### src/rtl/vram_arbiter.sv
// vram_arbiter: two-port front end for the 64K x 8 video RAM.
// Display fetch (read-only) normally wins. The host (read/write) is
// promoted after STARVE_LIMIT consecutive contended display grants.
// Read returns are tagged with their owner and steered back after the
// RAM's two-edge read latency.
// Optional feature macro: VRAM_ARB_RDATA_REG_EN registers mem_rdata
// before it reaches the ports. This adds one cycle of read latency.
module vram_arbiter #(
  parameter int STARVE_LIMIT = 4
) (
  input  logic        clk,
  input  logic        reset_n,
  input  logic        disp_req,
  input  logic [15:0] disp_addr,
  output logic        disp_ack,
  output logic        disp_rvalid,
  output logic [7:0]  disp_rdata,
  input  logic        host_req,
  input  logic        host_we,
  input  logic [15:0] host_addr,
  input  logic [7:0]  host_wdata,
  output logic        host_ack,
  output logic        host_rvalid,
  output logic [7:0]  host_rdata,
  output logic [15:0] mem_addr,
  output logic [7:0]  mem_wdata,
  output logic        mem_we,
  input  logic [7:0]  mem_rdata
);

`ifdef VRAM_ARB_RDATA_REG_EN
  localparam int NSTG = 3;
`else
  localparam int NSTG = 2;
`endif
  localparam int          LAST  = NSTG - 1;
  localparam logic [2:0]  LIMIT = 3'(STARVE_LIMIT);

  logic [2:0]      starve_cnt;
  logic            host_win;
  logic            push_vld;
  logic [NSTG-1:0] tag_vld;
  logic [NSTG-1:0] tag_host;
  logic [7:0]      ret_data;
  logic [7:0]      disp_hold;
  logic [7:0]      host_hold;

  // Grant decision: the host wins when it is alone or has been starved long
  // enough. Acks are held low while reset is asserted.
  always_comb begin
    host_win = host_req && (!disp_req || (starve_cnt == LIMIT));
    disp_ack = reset_n && disp_req && !host_win;
    host_ack = reset_n && host_win;
  end

  // Drive the RAM from the granted port. The display address is parked on the bus when idle.
  always_comb begin
    mem_addr  = host_ack ? host_addr : disp_addr;
    mem_wdata = host_wdata;
    mem_we    = host_ack && host_we;
    push_vld  = disp_ack || (host_ack && !host_we);
  end

  // Count display grants that passed over a waiting host. The count saturates at 7.
  always_ff @(posedge clk or negedge reset_n) begin
    if (!reset_n)
      starve_cnt <= 3'd0;
    else if (!host_req || host_ack)
      starve_cnt <= 3'd0;
    else if (disp_ack && (starve_cnt != 3'd7))
      starve_cnt <= starve_cnt + 3'd1;
  end

  // Tag pipe tracks {valid, owner} for reads in flight. Stage 0 is the newest.
  // Reset drops everything in flight.
  always_ff @(posedge clk or negedge reset_n) begin
    if (!reset_n) begin
      tag_vld  <= '0;
      tag_host <= '0;
    end else begin
      tag_vld  <= {tag_vld[LAST-1:0], push_vld};
      tag_host <= {tag_host[LAST-1:0], host_ack};
    end
  end

`ifdef VRAM_ARB_RDATA_REG_EN
  logic [7:0] rd_q;
  // Retime the RAM output so the ports see a flop rather than the RAM's data path.
  always_ff @(posedge clk or negedge reset_n) begin
    if (!reset_n) rd_q <= 8'h00;
    else          rd_q <= mem_rdata;
  end
  assign ret_data = rd_q;
`else
  assign ret_data = mem_rdata;
`endif

  assign disp_rvalid = tag_vld[LAST] && !tag_host[LAST];
  assign host_rvalid = tag_vld[LAST] &&  tag_host[LAST];

  // Capture each returned byte so a port's rdata holds between its own returns.
  always_ff @(posedge clk or negedge reset_n) begin
    if (!reset_n) begin
      disp_hold <= 8'h00;
      host_hold <= 8'h00;
    end else begin
      if (disp_rvalid) disp_hold <= ret_data;
      if (host_rvalid) host_hold <= ret_data;
    end
  end

  assign disp_rdata = disp_rvalid ? ret_data : disp_hold;
  assign host_rdata = host_rvalid ? ret_data : host_hold;

endmodule

### config.mk
export PLATFORM = sky130hd
export DESIGN_NAME = vram_arbiter
export DESIGN_NICKNAME = d
export VERILOG_FILES = /design/src/rtl/vram_arbiter.sv
export SDC_FILE = /design/constraint.sdc
export NUM_CORES = 1
export LEC_CHECK = 0
export CAP_MARGIN = 20
export CORE_AREA = 3 3 69 71
export CTS_BUF_LIST = sky130_fd_sc_hd__clkbuf_8
export CTS_CLUSTER_DIAMETER = 200
export DETAILED_ROUTE_END_ITERATION = 8
export DIE_AREA = 0 0 72 74
export PLACE_DENSITY = 0.71
export RECOVER_POWER = 50
export SLEW_MARGIN = 20
export SYNTH_ARGS = -nofsm -noshare
export SYNTH_HDL_FRONTEND = slang
export SYNTH_SLANG_ARGS = --single-unit
### constraint.sdc
create_clock -name clk -period 5.3 [get_ports clk]
set_input_delay 1.06 -clock clk [delete_from_list [all_inputs] [get_ports clk]]
set_output_delay 1.06 -clock clk [all_outputs]
set_load 0.02 [all_outputs]
; ---- Word-level counts from Yosys, hierarchy flattened
; Index checks and enable logic that the tools add are counted.
[op_classes]
addsub = 1
n_reduce_logical = 18
muxes = 5
eq_ne = 2
[ops]
columns = op, n
row1 = 2-to-1 mux 16 bit, 1
row2 = 2-to-1 mux 8 bit, 2
row3 = logical AND 1 bit, 9
row4 = 2-to-1 mux 3 bit, 2
row5 = zero test 1 bit, 5
row6 = adder 3 x 1 -> 3 bit (second input constant), 1
row7 = == test 3 bit (second input constant), 1
row8 = logical OR 1 bit, 3
row9 = != test 3 bit (second input constant), 1
row10 = nonzero test 2 bit, 1
[totals]
register_bits = 23
input_bits = 53

; ---- Depth between registers and ports, before layout
; Gate-level depths: netlist of run 1.
[depth]
ltp_word = 8
depth_mapped = 6
ltp_nobuf = 5

; ---- Worst setup path before layout of run 1
; Ideal clock, no wire load.
[synth_path]
kind = input -> output
start = input disp_req
end = output mem_addr[10]
n_path_buf = 1
path_slack_ps = 2310
arrival_time_ps = 1930
t_required_ps = 4240
cell_stages = 4
path_cell_list = a21boi_4 > nor2_4 > buf_12 > mux2_4
[synth_via]
elab_chain_cells = 5
[synth_rtl]
columns = item, line_no
row1 = start: declaration, 13  ; input logic disp_req,
row2 = zero test 1 bit, 51  ; host_win = host_req && (!disp_req || (starve_cnt == LIMIT));
row3 = logical OR 1 bit, 51
row4 = logical AND 1 bit, 51
row5 = logical AND 1 bit, 53  ; host_ack = reset_n && host_win;
row6 = via host_ack, 22  ; output logic host_ack,
row7 = 2-to-1 mux 16 bit, 58  ; mem_addr = host_ack ? host_addr : disp_addr;
row8 = end: declaration, 25  ; output logic [15:0] mem_addr,
; The timed path passes the listed nets, and every way through them passes these cells.

; ---- Worst setup path in the final report of run 1
[layout_path]
start = input reset_n
end = output mem_addr[1]
[layout_via]
elab_chain_cells = 2
[layout_rtl]
columns = item, line_no
row1 = start: declaration, 12  ; input logic reset_n,
row2 = logical AND 1 bit, 53
row3 = 2-to-1 mux 16 bit, 58
; Every way passes these cells.

==> flow_summary_export.csv, run 1 <==
group,metric,value,unit
status,status,"completed",
critical_path,cp.required,4240,ps
critical_path,crit_path_max_fanout,19,
critical_path,start_kind,"input port",
detailed_routing,drt_iter0_drc,37,
critical_path,rr_worst_depth,5,
layout,drive_above_1_share,0.251,
critical_path,worstSetupPathType,"in -> out",
timing,final.period_utilization,0.800,
timing,slew_violations,0,
grt,grt_pass1_vias,1085,
detailed_routing,viasPerCell,4.56,
floorplan,die_x,72,um
timing,slew_headroom,0.608,
clocking,cts-root-buf,"clkbuf_8",
synth,syn_nets,151,
timing,rsz0062_at_grt,"no",
clocking,post_cts_resized,0,
layout,design_area,2100,sq um
timing,setup_viol,0,
detailed_routing,routed_wl,3.22,mm
detailed_routing,drc,0,
clocking,tritoncts,"done",
synth,synthesis.area,1250,sq um
detailed_routing,wl_per_cell,14.4,um
clocking,cts.reportedPaths.clkPinSlew,80,ps
synth,syn_inst,95,
layout,multiInputGateArea,579,sq um
timing,finalCriticalPeriod,4240,ps
floorplan,die_h,74,um
power_and_ir_drop,power_density,254,nW/um^2
clocking,clk_latency,260,ps
timing,tns,0,ps
placed_design,place_congestion,0.771,
layout,nets,228,
timing,tightest_slew,586,ps
synth,ys_seq_elements,23,
clocking,cts_hold_buf,0,
grt,grt_max_degree,27,
power_and_ir_drop,leakagePower,0.881,nW
detailed_routing,dr.pass1.iters,3,
synth,avgSynthCellArea,13.2,sq um
clocking,post-cts-setup-buffer-count,0,
floorplan,core_area,4290,sq um
flow_run,max_cap_violations,0,
synth,yosys.cell_types.count,23,
placed_design,dpl.hpwl,2.71,mm
placed_design,port_buffers,81,
layout,fill_cells,381,
clocking,cts_sinks,23,
detailed_routing,ant_nets,0,
synth,ys_seq_area_frac,0.459,
placed_design,postPlaceCellArea,2050,sq um
clocking,h-tree-depth,1,
critical_path,end_kind,"output port",
floorplan,rows,24,
detailed_routing,vias,1017,
clocking,numCtsBuffers,3,
timing,report.final.hold_viol_count,0,
layout,area_growth,67.3,%
floorplan,start_util,0.292,
min_path,hp-class,"reg -> reg",
synth,synth_warnings,0,
floorplan,die_area,5330,sq um
timing,fmax,236,MHz
grt,grt-ovfl-total,0,
timing,skew,1.23,ps
layout,antennaDiodeCount,0,
floorplan,num_io_pins,98,
grt,antenna_found_initial,0,
layout,seq_area,576,sq um
grt,grt_first_pass_wirelength,4.97,mm
clocking,cts_max_path_buffers,2,
min_path,hold_depth,0,
power_and_ir_drop,ir_drop,0.0000871,V
grt,grt_usage,0.117,
critical_path,cp_data_arrival_time,3180,ps
cell type report:
type	count	share of cell area
multi-input combinational	58	0.276
timing repair buffer	82	0.390
inverter	4	0.00715
sequential	23	0.274
clock inverter	1	0.00238
tap	52	0.0310
clock buffer	3	0.0197
per-stage QoR:
| step | hold slack [ps] | utilization | std cells | power [mW] | worst slack (ps) |
|---|---|---|---|---|---|
| after CTS | 358 | 0.489 | 223 | 0.542 | 1090 |
| after global routing | 370 | 0.489 | 223 | 0.561 | 960 |
| after global placement | 333 | 0.478 | 219 | 0.430 | 1140 |
| after detailed placement | 339 | 0.478 | 219 | 0.436 | 1090 |
| after floorplan | 331 | - | 95 | 0.327 | 2310 |
| final | 357 | 0.489 | 223 | 0.532 | 1060 |
worst max-delay path: stages:
cell             delay [ps]
dlygate4sd3_1           580
nand2_2                 100
nor2_4                  490
mux2_2                  400
clkdlybuf4s50_1         540
per-layer routing:
metal	vias to the layer above	global-route usage	part of all wire
li1	477	-	-
met1	478	0.127	0.37
met2	62	0.224	0.52
met3	0	0.0378	0.10
met4	0	0.0230	0
met5	-	0	0
Yosys cell counts:
cell | instances | area (sq um)
nor2_4 | 1 | 11.3
dfrtp_1 | 23 | 576
nand2_1 | 1 | 3.75
and2_2 | 1 | 7.51
buf_4 | 8 | 60.1
and3b_2 | 1 | 10.0
buf_12 | 1 | 20.0
mux2_4 | 8 | 120
a21oi_1 | 3 | 15.0
a21boi_4 | 1 | 18.8
nand2_2 | 1 | 6.26
inv_1 | 4 | 15.0
o21ai_0 | 4 | 20.0
mux2_2 | 24 | 270
nand2b_1 | 1 | 6.26
or2_1 | 1 | 6.26
nor3_1 | 1 | 5.00
buf_2 | 1 | 5.00
nand3b_1 | 1 | 7.51
nand3_1 | 4 | 20.0
and3_2 | 1 | 7.51
and3_1 | 1 | 6.26
ha_1 | 3 | 37.5
cells by family after synthesis:
kind of cell | share of synthesized area
AND/OR/NAND/NOR | 0.0778
multiplexers | 0.311
flip-flops | 0.459
adder cells (fa/ha/maj) | 0.0299
buffers and inverters | 0.0798
AO/OA/AOI/OAI | 0.0429
power by group:
group	internal (mW)	switching, mW
logic	0.122	0.0959
clock network	0.0523	0.0523
registers	0.203	0.00650
flip-flops by register name (all words and copies together) (netlist names):
| register | cells |
|---|---|
| disp_hold | 8 |
| host_hold | 8 |
| starve_cnt | 3 |
| tag_host | 2 |
| tag_vld | 2 |
worst paths after layout:
kind                            slack [ps]          start            end
min in group asynchronous             1310        reset_n  starve_cnt[1]
worst min register to register         360     tag_vld[0]     tag_vld[1]
worst min-delay path                   360     tag_vld[0]     tag_vld[1]
worst max-delay path                  1060        reset_n    mem_addr[1]
worst max register to register        3800  starve_cnt[0]     tag_vld[0]
max in group asynchronous             3750        reset_n   host_hold[6]
layout by cell type, fill, tap and decap left out:
cell type | netlist | routed
a21boi_4 | 1 | 1
a21oi_1 | 3 | 3
and2_2 | 1 | 1
and3_1 | 1 | 1
and3_2 | 1 | 1
and3b_2 | 1 | 1
buf_4 | 8 | 1
clkbuf_8 | 0 | 3
clkdlybuf4s50_1 | 0 | 72
clkinv_2 | 0 | 1
dfrtp_1 | 23 | 23
dlygate4sd3_1 | 0 | 9
ha_1 | 3 | 3
inv_1 | 4 | 4
mux2_2 | 24 | 24
mux2_4 | 8 | 8
nand2_1 | 1 | 1
nand2_2 | 1 | 1
nand2b_1 | 1 | 1
nand3_1 | 4 | 4
nand3b_1 | 1 | 1
nor2_4 | 1 | 1
nor3_1 | 1 | 1
o21ai_0 | 4 | 4
or2_1 | 1 | 1
Note: power is estimated with default switching activity, not from simulation.
==> run 2, diff against run 1 <==
- clock period: 5.3 -> 3.91 ns (I/O delays scaled with it)
==> run 2 against run 1 <==
Against the previous run: worst hold slack worse by 3.9 ps; critical path depth up 1; register-to-register slack got worse by 1400 ps; critical endpoint is now mem_addr[2]; die area stayed put; combinational power is 36% higher.
==> flow_summary_export.csv, run 2 (synthesized netlist as in run 1, its figures left out) <==
group,metric,value,unit
timing,tns,0,ps
grt,grt_max_degree,27,
floorplan,die_area,5330,sq um
grt,grt_pass1_vias,1155,
layout,drive_above_1_share,0.238,
power_and_ir_drop,p_int,0.511,mW
layout,final_common_cell,"clkdlybuf4s50_1",
clocking,cts_sinks,23,
timing,slew_violations,0,
detailed_routing,wl_per_cell,14.7,um
detailed_routing,dr.pass1.iters,4,
grt,grt-ovfl-total,0,
layout,mostFrequentLayoutCells,"72 x clkdlybuf4s50_1, 23 x dfrtp_1, 22 x mux2_2",
power_and_ir_drop,p_clk_frac,0.198,
clocking,clk_latency,260,ps
critical_path,worstSetupPathType,"in -> out",
timing,final.period_utilization,0.903,
status,status,"completed",
power_and_ir_drop,ir_drop,0.000126,V
critical_path,end_kind,"output port",
detailed_routing,drc,0,
clocking,post_cts_resized,0,
layout,reg_top3,"disp_hold: 8 flops, host_hold: 8 flops, starve_cnt: 3 flops",
floorplan,num_io_pins,98,
floorplan,start_util,0.292,
floorplan,die_x,72,um
layout,fin_util,0.490,
power_and_ir_drop,swShare,0.294,
floorplan,die_h,74,um
power_and_ir_drop,power_density,343,nW/um^2
timing,setup_viol,0,
placed_design,port_buffers,81,
detailed_routing,vias,1033,
power_and_ir_drop,combPwrFrac,0.409,
detailed_routing,drt_iter0_drc,28,
clocking,h-tree-depth,1,
flow_run,max_cap_violations,0,
grt,antenna_found_initial,0,
placed_design,dpl.hpwl,2.76,mm
power_and_ir_drop,power_switching,0.213,mW
timing,fmax,283,MHz
layout,antennaDiodeCount,0,
clocking,numCtsBuffers,3,
clocking,cts.reportedPaths.clkPinSlew,80,ps
power_and_ir_drop,pwr-share-seq,0.393,
timing,slew_headroom,0.692,
clocking,cts_max_path_buffers,2,
grt,grt_first_pass_wirelength,5.27,mm
timing,finalCriticalPeriod,3530,ps
grt,grt_usage,0.126,
layout,area_growth,67.8,%
min_path,hp-class,"reg -> reg",
detailed_routing,routed_wl,3.29,mm
detailed_routing,viasPerCell,4.61,
detailed_routing,ant_nets,0,
power_and_ir_drop,leakagePower,0.887,nW
timing,report.final.hold_viol_count,0,
floorplan,rows,24,
clocking,cts-root-buf,"clkbuf_8",
clocking,post-cts-setup-buffer-count,0,
timing,skew,2.58,ps
critical_path,start_kind,"input port",
critical_path,cp.required,3130,ps
layout,nets,229,
timing,fin_hold_ws,353,ps
critical_path,crit_path_max_fanout,19,
clocking,tritoncts,"done",
timing,rsz0062_at_grt,"no",
placed_design,place_congestion,0.770,
critical_path,cp_data_arrival_time,2750,ps
floorplan,core_area,4290,sq um
clocking,cts_hold_buf,0,
timing,tightest_slew,462,ps
-- run 2: changes by cell type in the layout (fill, tap and decap cells not counted), sizes merged --
cell	before	now
buf	1	2
clkinv	1	0
inv	4	5
-- run 2: final timing paths --
check | start | to | slack (ps) | cells after the start
setup / recovery | reset_n | mem_addr[2] | 380 | 6
hold / removal | tag_host[0] | tag_host[1] | 350 | 0
setup reg to reg | starve_cnt[0] | tag_vld[0] | 2430 | 5
hold reg to reg | tag_host[0] | tag_host[1] | 350 | 0
max in group asynchronous | reset_n | disp_hold[0] | 2650 | 2
min in group asynchronous | reset_n | starve_cnt[1] | 1020 | 2
-- run 2: area by class of cell --
| class | count | area, sq um |
|---|---|---|
| multi-input combinational | 58 | 579 |
| timing repair buffer | 83 | 826 |
| fill | 373 | 2190 |
| clock inverter | 1 | 3.75 |
| sequential | 23 | 576 |
| clock buffer | 3 | 41.3 |
| inverter | 4 | 15.0 |
| tap | 52 | 65.1 |
-- run 2: stage by stage --
step	cells	total power, mW	setup slack, ps	area, sq um
CTS	224	0.736	396	2110
finish	224	0.723	377	2110
detailed placement	220	0.592	399	2060
floorplan	95	0.443	1480	1250
global placement	220	0.584	457	2060
global route	224	0.763	305	2110
-- run 2: per-layer routing --
metal,track usage,vias to the layer above,part of all wire
met5,0,-,0
met2,0.236,65,0.52
met3,0.0270,3,0.083
met1,0.144,487,0.39
met4,0.0355,0,0.0076
li1,-,478,-
-- run 2: worst max-delay path, stage by stage --
cell and delay, ps:
dlygate4sd3_1 570, nand2_2 100, nor2_4 100, buf_4 270
mux2_2 370, clkdlybuf4s50_1 550
-- run 2: power by group through the flow --
| stage | Sequential (mW) | Clock [mW] | Combinational, mW |
|---|---|---|---|
| 2_1_floorplan | 0.286 | 0 | 0.157 |
| 3_5_place_dp | 0.289 | 0 | 0.302 |
| 3_3_place_gp | 0.288 | 0 | 0.296 |
| 6_report | 0.284 | 0.143 | 0.296 |
| 4_1_cts | 0.285 | 0.148 | 0.303 |
| 5_1_grt | 0.289 | 0.159 | 0.315 |
